**src/rtl/ds_pkg.sv**
```systemverilog
// ds_pkg: shared mode codes, FSM state type and accumulator sizing for downsamp_multi.
package ds_pkg;
    localparam logic [1:0] DS_MAX  = 2'd0;
    localparam logic [1:0] DS_MIN  = 2'd1;
    localparam logic [1:0] DS_MEAN = 2'd2;
    localparam logic [1:0] DS_PICK = 2'd3;

    typedef enum logic {IDLE, ACCUM} ds_state_t;

    // MEAN sums up to 2^max_decim_log2 samples, so this many guard bits prevent wrap.
    function automatic int acc_w(input int data_width, input int max_decim_log2);
        return data_width + max_decim_log2;
    endfunction
endpackage

```
**src/rtl/downsamp_multi_if.sv**
```systemverilog
// downsamp_multi_if: reduced-frame output stream with valid/ready handshake.
interface downsamp_multi_if #(
    parameter int DATA_WIDTH = 12,
    parameter int CHANNELS   = 2
);
    logic [CHANNELS*DATA_WIDTH-1:0] dout;
    logic                           out_valid;
    logic                           out_ready;
    modport master (output dout, output out_valid, input out_ready);
    modport slave  (input dout, input out_valid, output out_ready);
endinterface

```
**src/rtl/ds_lane.sv**
```systemverilog
// ds_lane: one lane's frame accumulator; result reflects the accumulator after this cycle's sample.
module ds_lane
    import ds_pkg::*;
#(
    parameter int DATA_WIDTH     = 12,
    parameter int MAX_DECIM_LOG2 = 8,
    parameter int SW             = $clog2(MAX_DECIM_LOG2 + 1)
) (
    input  logic                         clk,
    input  logic                         rst,
    input  logic                         load,
    input  logic                         update,
    input  logic [1:0]                   mode,
    input  logic [SW-1:0]                shift,
    input  logic signed [DATA_WIDTH-1:0] din,
    output logic [DATA_WIDTH-1:0]        result
);
    localparam int AW = acc_w(DATA_WIDTH, MAX_DECIM_LOG2);

    logic signed [AW-1:0] acc, nxt, x, upd, sh;

    assign x = AW'(din);

    always_comb begin
        upd = mode == DS_MAX  ? (x > acc ? x : acc) :
              mode == DS_MIN  ? (x < acc ? x : acc) :
              mode == DS_MEAN ? acc + x : acc;
        nxt = load ? x : update ? upd : acc;
        sh  = nxt >>> shift;
    end

    // Completion registers the result from nxt so dout lands one clock after the last sample.
    assign result = mode == DS_MEAN ? sh[DATA_WIDTH-1:0] : nxt[DATA_WIDTH-1:0];

    always_ff @(posedge clk) begin
        if (rst) acc <= '0;
        else     acc <= nxt;
    end
endmodule

```
**src/rtl/downsamp_multi.sv**
```systemverilog
// downsamp_multi: multi-lane 2^ratio_log2 decimator (MAX/MIN/MEAN/PICK) with one-entry
// valid/ready output register and a sticky overflow flag for dropped frames.
module downsamp_multi
    import ds_pkg::*;
#(
    parameter int DATA_WIDTH     = 12,
    parameter int CHANNELS       = 2,
    parameter int MAX_DECIM_LOG2 = 8,
    parameter int RW             = $clog2(MAX_DECIM_LOG2 + 1)
) (
    input  logic                           clk,
    input  logic                           rst,
    input  logic                           ena,
    input  logic [CHANNELS*DATA_WIDTH-1:0] din,
    input  logic [1:0]                     mode,
    input  logic [RW-1:0]                  ratio_log2,
    input  logic                           clr_ovf,
    output logic                           overflow,
    downsamp_multi_if.master               res
);
    localparam int CW = MAX_DECIM_LOG2;

    ds_state_t                      state;
    logic [1:0]                     mode_q, mode_cur;
    logic [RW-1:0]                  r_q, r_clamp, shift_cur;
    logic [CW-1:0]                  cnt, last_q;
    logic                           idle, load, update, done;
    logic [CHANNELS*DATA_WIDTH-1:0] nxt_res;

    always_comb begin
        idle      = state == IDLE;
        r_clamp   = ratio_log2 > RW'(MAX_DECIM_LOG2) ? RW'(MAX_DECIM_LOG2) : ratio_log2;
        mode_cur  = idle ? mode : mode_q;
        shift_cur = idle ? r_clamp : r_q;
        load      = idle && ena;
        update    = !idle && ena;
        done      = ena && (idle ? r_clamp == '0 : cnt == last_q);
    end

    for (genvar k = 0; k < CHANNELS; k++) begin : g_lane
        ds_lane #(
            .DATA_WIDTH     (DATA_WIDTH),
            .MAX_DECIM_LOG2 (MAX_DECIM_LOG2),
            .SW             (RW)
        ) u_lane (
            .clk    (clk),
            .rst    (rst),
            .load   (load),
            .update (update),
            .mode   (mode_cur),
            .shift  (shift_cur),
            .din    (din[k*DATA_WIDTH +: DATA_WIDTH]),
            .result (nxt_res[k*DATA_WIDTH +: DATA_WIDTH])
        );
    end

    always_ff @(posedge clk) begin
        if (rst) begin
            state         <= IDLE;
            mode_q        <= DS_MAX;
            r_q           <= '0;
            cnt           <= '0;
            last_q        <= '0;
            res.dout      <= '0;
            res.out_valid <= 1'b0;
            overflow      <= 1'b0;
        end else begin
            if (load) begin
                mode_q <= mode;
                r_q    <= r_clamp;
                last_q <= CW'((32'd1 << r_clamp) - 32'd1);
                cnt    <= done ? '0 : CW'(1);
                state  <= done ? IDLE : ACCUM;
            end else if (update) begin
                cnt   <= done ? '0 : cnt + CW'(1);
                state <= done ? IDLE : ACCUM;
            end
            // A pop in the completing cycle frees the register, so the new result is not dropped.
            if (done && (!res.out_valid || res.out_ready)) begin
                res.dout      <= nxt_res;
                res.out_valid <= 1'b1;
            end else if (res.out_valid && res.out_ready) begin
                res.out_valid <= 1'b0;
            end
            overflow <= clr_ovf ? 1'b0 : (done && res.out_valid && !res.out_ready) ? 1'b1 : overflow;
        end
    end
endmodule

```
**src/flat_wrapper.sv**
```systemverilog
// flat-port wrapper written by rule: the top's interface ports become plain ports
module downsamp_multi_flat import ds_pkg::*;
#(
    parameter int DATA_WIDTH     = 12,
    parameter int CHANNELS       = 2,
    parameter int MAX_DECIM_LOG2 = 8,
    parameter int RW             = $clog2(MAX_DECIM_LOG2 + 1)
)
  (clk, rst, ena, din, mode, ratio_log2, clr_ovf, overflow, res_dout, res_out_valid, res_out_ready);
  downsamp_multi_if #(.DATA_WIDTH(DATA_WIDTH), .CHANNELS(CHANNELS)) res_i ();
  input  logic clk;
  input  logic rst;
  input  logic ena;
  input  logic [CHANNELS*DATA_WIDTH-1:0] din;
  input  logic [1:0] mode;
  input  logic [RW-1:0] ratio_log2;
  input  logic clr_ovf;
  output logic overflow;
  output wire logic [$bits(res_i.dout)-1:0] res_dout;
  output wire logic [$bits(res_i.out_valid)-1:0] res_out_valid;
  input wire logic [$bits(res_i.out_ready)-1:0] res_out_ready;
  assign res_dout = res_i.dout;
  assign res_out_valid = res_i.out_valid;
  assign res_i.out_ready = res_out_ready;
  downsamp_multi #(.DATA_WIDTH(DATA_WIDTH), .CHANNELS(CHANNELS), .MAX_DECIM_LOG2(MAX_DECIM_LOG2), .RW(RW)) u_core (.clk(clk), .rst(rst), .ena(ena), .din(din), .mode(mode), .ratio_log2(ratio_log2), .clr_ovf(clr_ovf), .overflow(overflow), .res(res_i));
endmodule
```
**config.mk**
```make
export PLATFORM = sky130hd
export DESIGN_NAME = downsamp_multi_flat
export DESIGN_NICKNAME = d
export VERILOG_FILES = /design/src/rtl/ds_pkg.sv /design/src/rtl/downsamp_multi_if.sv /design/src/rtl/ds_lane.sv /design/src/rtl/downsamp_multi.sv /design/src/flat_wrapper.sv
export SDC_FILE = /design/constraint.sdc
export NUM_CORES = 1
export LEC_CHECK = 0
export CAP_MARGIN = 15
export CELL_PAD_IN_SITES_DETAIL_PLACEMENT = 1
export CELL_PAD_IN_SITES_GLOBAL_PLACEMENT = 1
export CORE_ASPECT_RATIO = 1.1
export CORE_MARGIN = 4
export CORE_UTILIZATION = 41
export DETAILED_ROUTE_END_ITERATION = 16
export PLACE_DENSITY_LB_ADDON = 0.05
export SLEW_MARGIN = 20
export SYNTH_ARGS = -nofsm -noshare
export SYNTH_HDL_FRONTEND = slang
export SYNTH_SLANG_ARGS = --single-unit
```
**constraint.sdc**
```tcl
create_clock -name clk -period 5.3 [get_ports clk]
set_input_delay 1.59 -clock clk [delete_from_list [all_inputs] [get_ports clk]]
set_output_delay 1.59 -clock clk [all_outputs]
set_load 0.02 [all_outputs]
```
==> results.yml <==
global_routing:
  grt_usage_pct: 37.1
  grt_use_met1_pct: 47.5
  grt_pass1_wl_um: 85500
  gr-usage-met2_pct: 62.3
  gr-total-overflow: 0
  met3_usage_pct: 7.04
  grt_antenna_before_repair: 0
  grt_pass1_vias: 14900
  grt_max_degree: 59
  grt_busiest_layer: "met2"
clock_tree:
  cts_max_level: 3
  cts_inserted_buffers: 9
  cts.sink_count: 89
  path_clk_slew_ps: 80
  postCtsHoldBufs: 0
  cts_buffer_depth: 2
  cts_tree: "yes"
  clkLatencyLatePin_ps: 370
  cts_root_buffer: "clkbuf_16"
sta:
  rsz0062_at_grt: "true"
  setup_viol: 2
  drv_slew: 0
  slew_headroom_pct: 18.4
  tns_ps: -39.0
  fmax_ghz: 0.188
  period_needed_ps: 5330
  post-route-period-util_pct: 101
  setup_slack_ps: -29.2
  hold_violations: 0
  tightest_slew_ps: 1210
  skew_ps: 10.7
worst_setup_path:
  cp_max_fo: 7
  path_class: "primary input to flop"
  end_kind: "flop"
  crit_required_ps: 5560
  cp.arrival_ps: 5590
  cp-start-kind: "primary input"
detailed_routing:
  drc: 0
  vias: 14900
  ant_nets: 0
  routed_wl_um: 58600
  routed_via_density: 6.53
  firstDrtPassIters: 5
  drt_first_iter_violations: 1443
  wl_per_cell_um: 25.8
yosys:
  netlist_area_um2: 10900
  yosysTopAreaCell: "dfxtp_1"
  syn-num-nets: 1691
  synth_commonest_cells: "nor2_1, nand2_1, a21oi_1"
  synth_edf_count: 0
  yosysWarningCount: 0
  synthArstFlopShare_pct: 0
  synth_cell_type_count: 93
  synth-seq-cells: 89
  synthCells: 1574
  synth_top_flop_cell: "dfxtp_1"
  synthTopCellsByArea: "dfxtp_1, ha_1, nor2_1, a21oi_1, nand2_1"
  yosysMostFrequentCell: "nor2_1"
  yosysSeqAreaShare_pct: 16.3
  netlist.area_leader.share_pct: 16.3
  syn_area_per_cell_um2: 6.93
floorplanning:
  core-area_um2: 26100
  fp-row-count: 62
  die_width_um: 164
  die_y_um: 179
  start_util_pct: 41.8
  die_area_um2: 29300
  pin_count: 61
layout:
  drive_above_1_share_pct: 29.4
  n_fill_cell: 3310
  syn2layout_area_growth_pct: 44.8
  utilization_pct: 60.4
  post-route-cell-area_um2: 15800
  fin_nets: 2034
placement:
  placed_area_um2: 14300
  place_congestion: 1.01
  port_buffers: 60
  dpl.hpwl_um: 43400
  post-place-ws_ps: -906
power:
  ir_drop_v: 0.000190
  power_leakage_nw: 6.44
  p_per_area_nw_per_um2: 227
min_path:
  hp-class: "flop to flop"
run_status:
  violations: "negative setup slack"
  outcome: "finished with violations"
job:
  max_cap_violations: 0
## layout make-up
class | instances | area [um^2] | area share (%)
timing repair buffer | 433 | 3500 | 22.1
sequential | 89 | 1780 | 11.3
clock inverter | 7 | 81.3 | 0.515
tap | 352 | 440 | 2.79
inverter | 82 | 308 | 1.95
clock buffer | 9 | 225 | 1.43
antenna | 1 | 2.50 | 0.0158
multi-input combinational | 1302 | 9460 | 59.9
## per-stage QoR
step / hold WS [ps] / std cells / total power, mW
final: 447 / 2275 / 3.58
after global routing: 480 / 2274 / 3.73
after CTS: 452 / 2258 / 3.37
after detailed placement: 439 / 2237 / 2.60
after global placement: 428 / 2237 / 2.55
after floorplan: 446 / 1574 / 1.70
## sequential cells by signal, summed over array words and instances, names as in the netlist
register	flops
u_core.cnt	8
u_core.g_lane.u_lane.acc	40
u_core.overflow	1
u_core.r_q	4
u_core.res.dout	24
u_core.last_q	8
u_core.mode_q	2
u_core.res.out_valid	1
u_core.state	1
## logic make-up after synthesis
logic type      Yosys count  synth area share [%]
compound gates          556                  35.2
xor+xnor                 34                  2.73
fa+ha+maj                82                  9.54
buf+inv                 183                  6.48
flops                    89                  16.3
mux                      45                  4.48
simple gates            585                  25.3
## routing by layer
layer	vias to the layer above	wire, um
li1	6537	-
met5	-	0
met1	7338	24300
met3	213	4730
met2	768	27100
met4	0	2480
## repair_timing
item,4_1_cts,5_1_grt
pin swaps,19,46
setup endpoints to repair,23,24
setup buffers,5,16
gates resized for setup,85,103
## power by group
part	total [mW]	switching, mW	internal (mW)
Sequential	0.780	0.0670	0.713
Clock	0.693	0.355	0.338
Combinational	2.11	1.21	0.895
Total	3.58	1.64	1.95
## path summary, 6_finish.rpt
kind                                       endpoint  slack, ps                       startpoint  cells past startpoint
worst min register to register  u_core.res.dout[16]        450              u_core.res.dout[16]                      2
worst max register to register  u_core.res.dout[12]        900  u_core.g_lane[1].u_lane.acc[15]                     19
worst max-delay path             u_core.res.dout[3]        -30                          din[11]                     17
worst min-delay path            u_core.res.dout[16]        450              u_core.res.dout[16]                      2
## worst max-delay path, stage by stage
cell           delay, ps
dlygate4sd2_1        290
buf_6                170
ha_4                 260
a21oi_1              220
nor2_1               100
a2111o_1             460
buf_4                200
o31ai_4              290
buf_4                180
nand2_1              130
o21ai_0              260
nand2_1              110
a21oi_2              360
buf_4                220
a221oi_2              70
a221o_1              360
o32ai_1              310
## placed cells by master (no fill, tap or decap), types with 9 or more instances in the layout
cell type / count
o21a_1: 11
buf_4: 362
nand3_1: 30
o22ai_1: 17
mux2i_1: 27
o21ai_0: 86
nand2_1: 157
xnor2_1: 24
nor2b_1: 28
nor2_1: 201
a21o_1: 13
mux2_2: 9
a22oi_1: 12
a221oi_1: 9
dfxtp_1: 89
clkbuf_16: 9
a211oi_1: 28
nand2b_1: 12
nand4_1: 19
o221ai_1: 12
o31ai_1: 12
o31ai_2: 9
o211ai_1: 31
o21ai_1: 18
inv_1: 81
a221oi_2: 9
clkdlybuf4s50_1: 50
a21oi_1: 121
a31oi_1: 17
ha_1: 59
xor2_1: 9
nor3_1: 39
ha_4: 17
and3_1: 12
No activity file was read; power rests on OpenSTA's default activity.
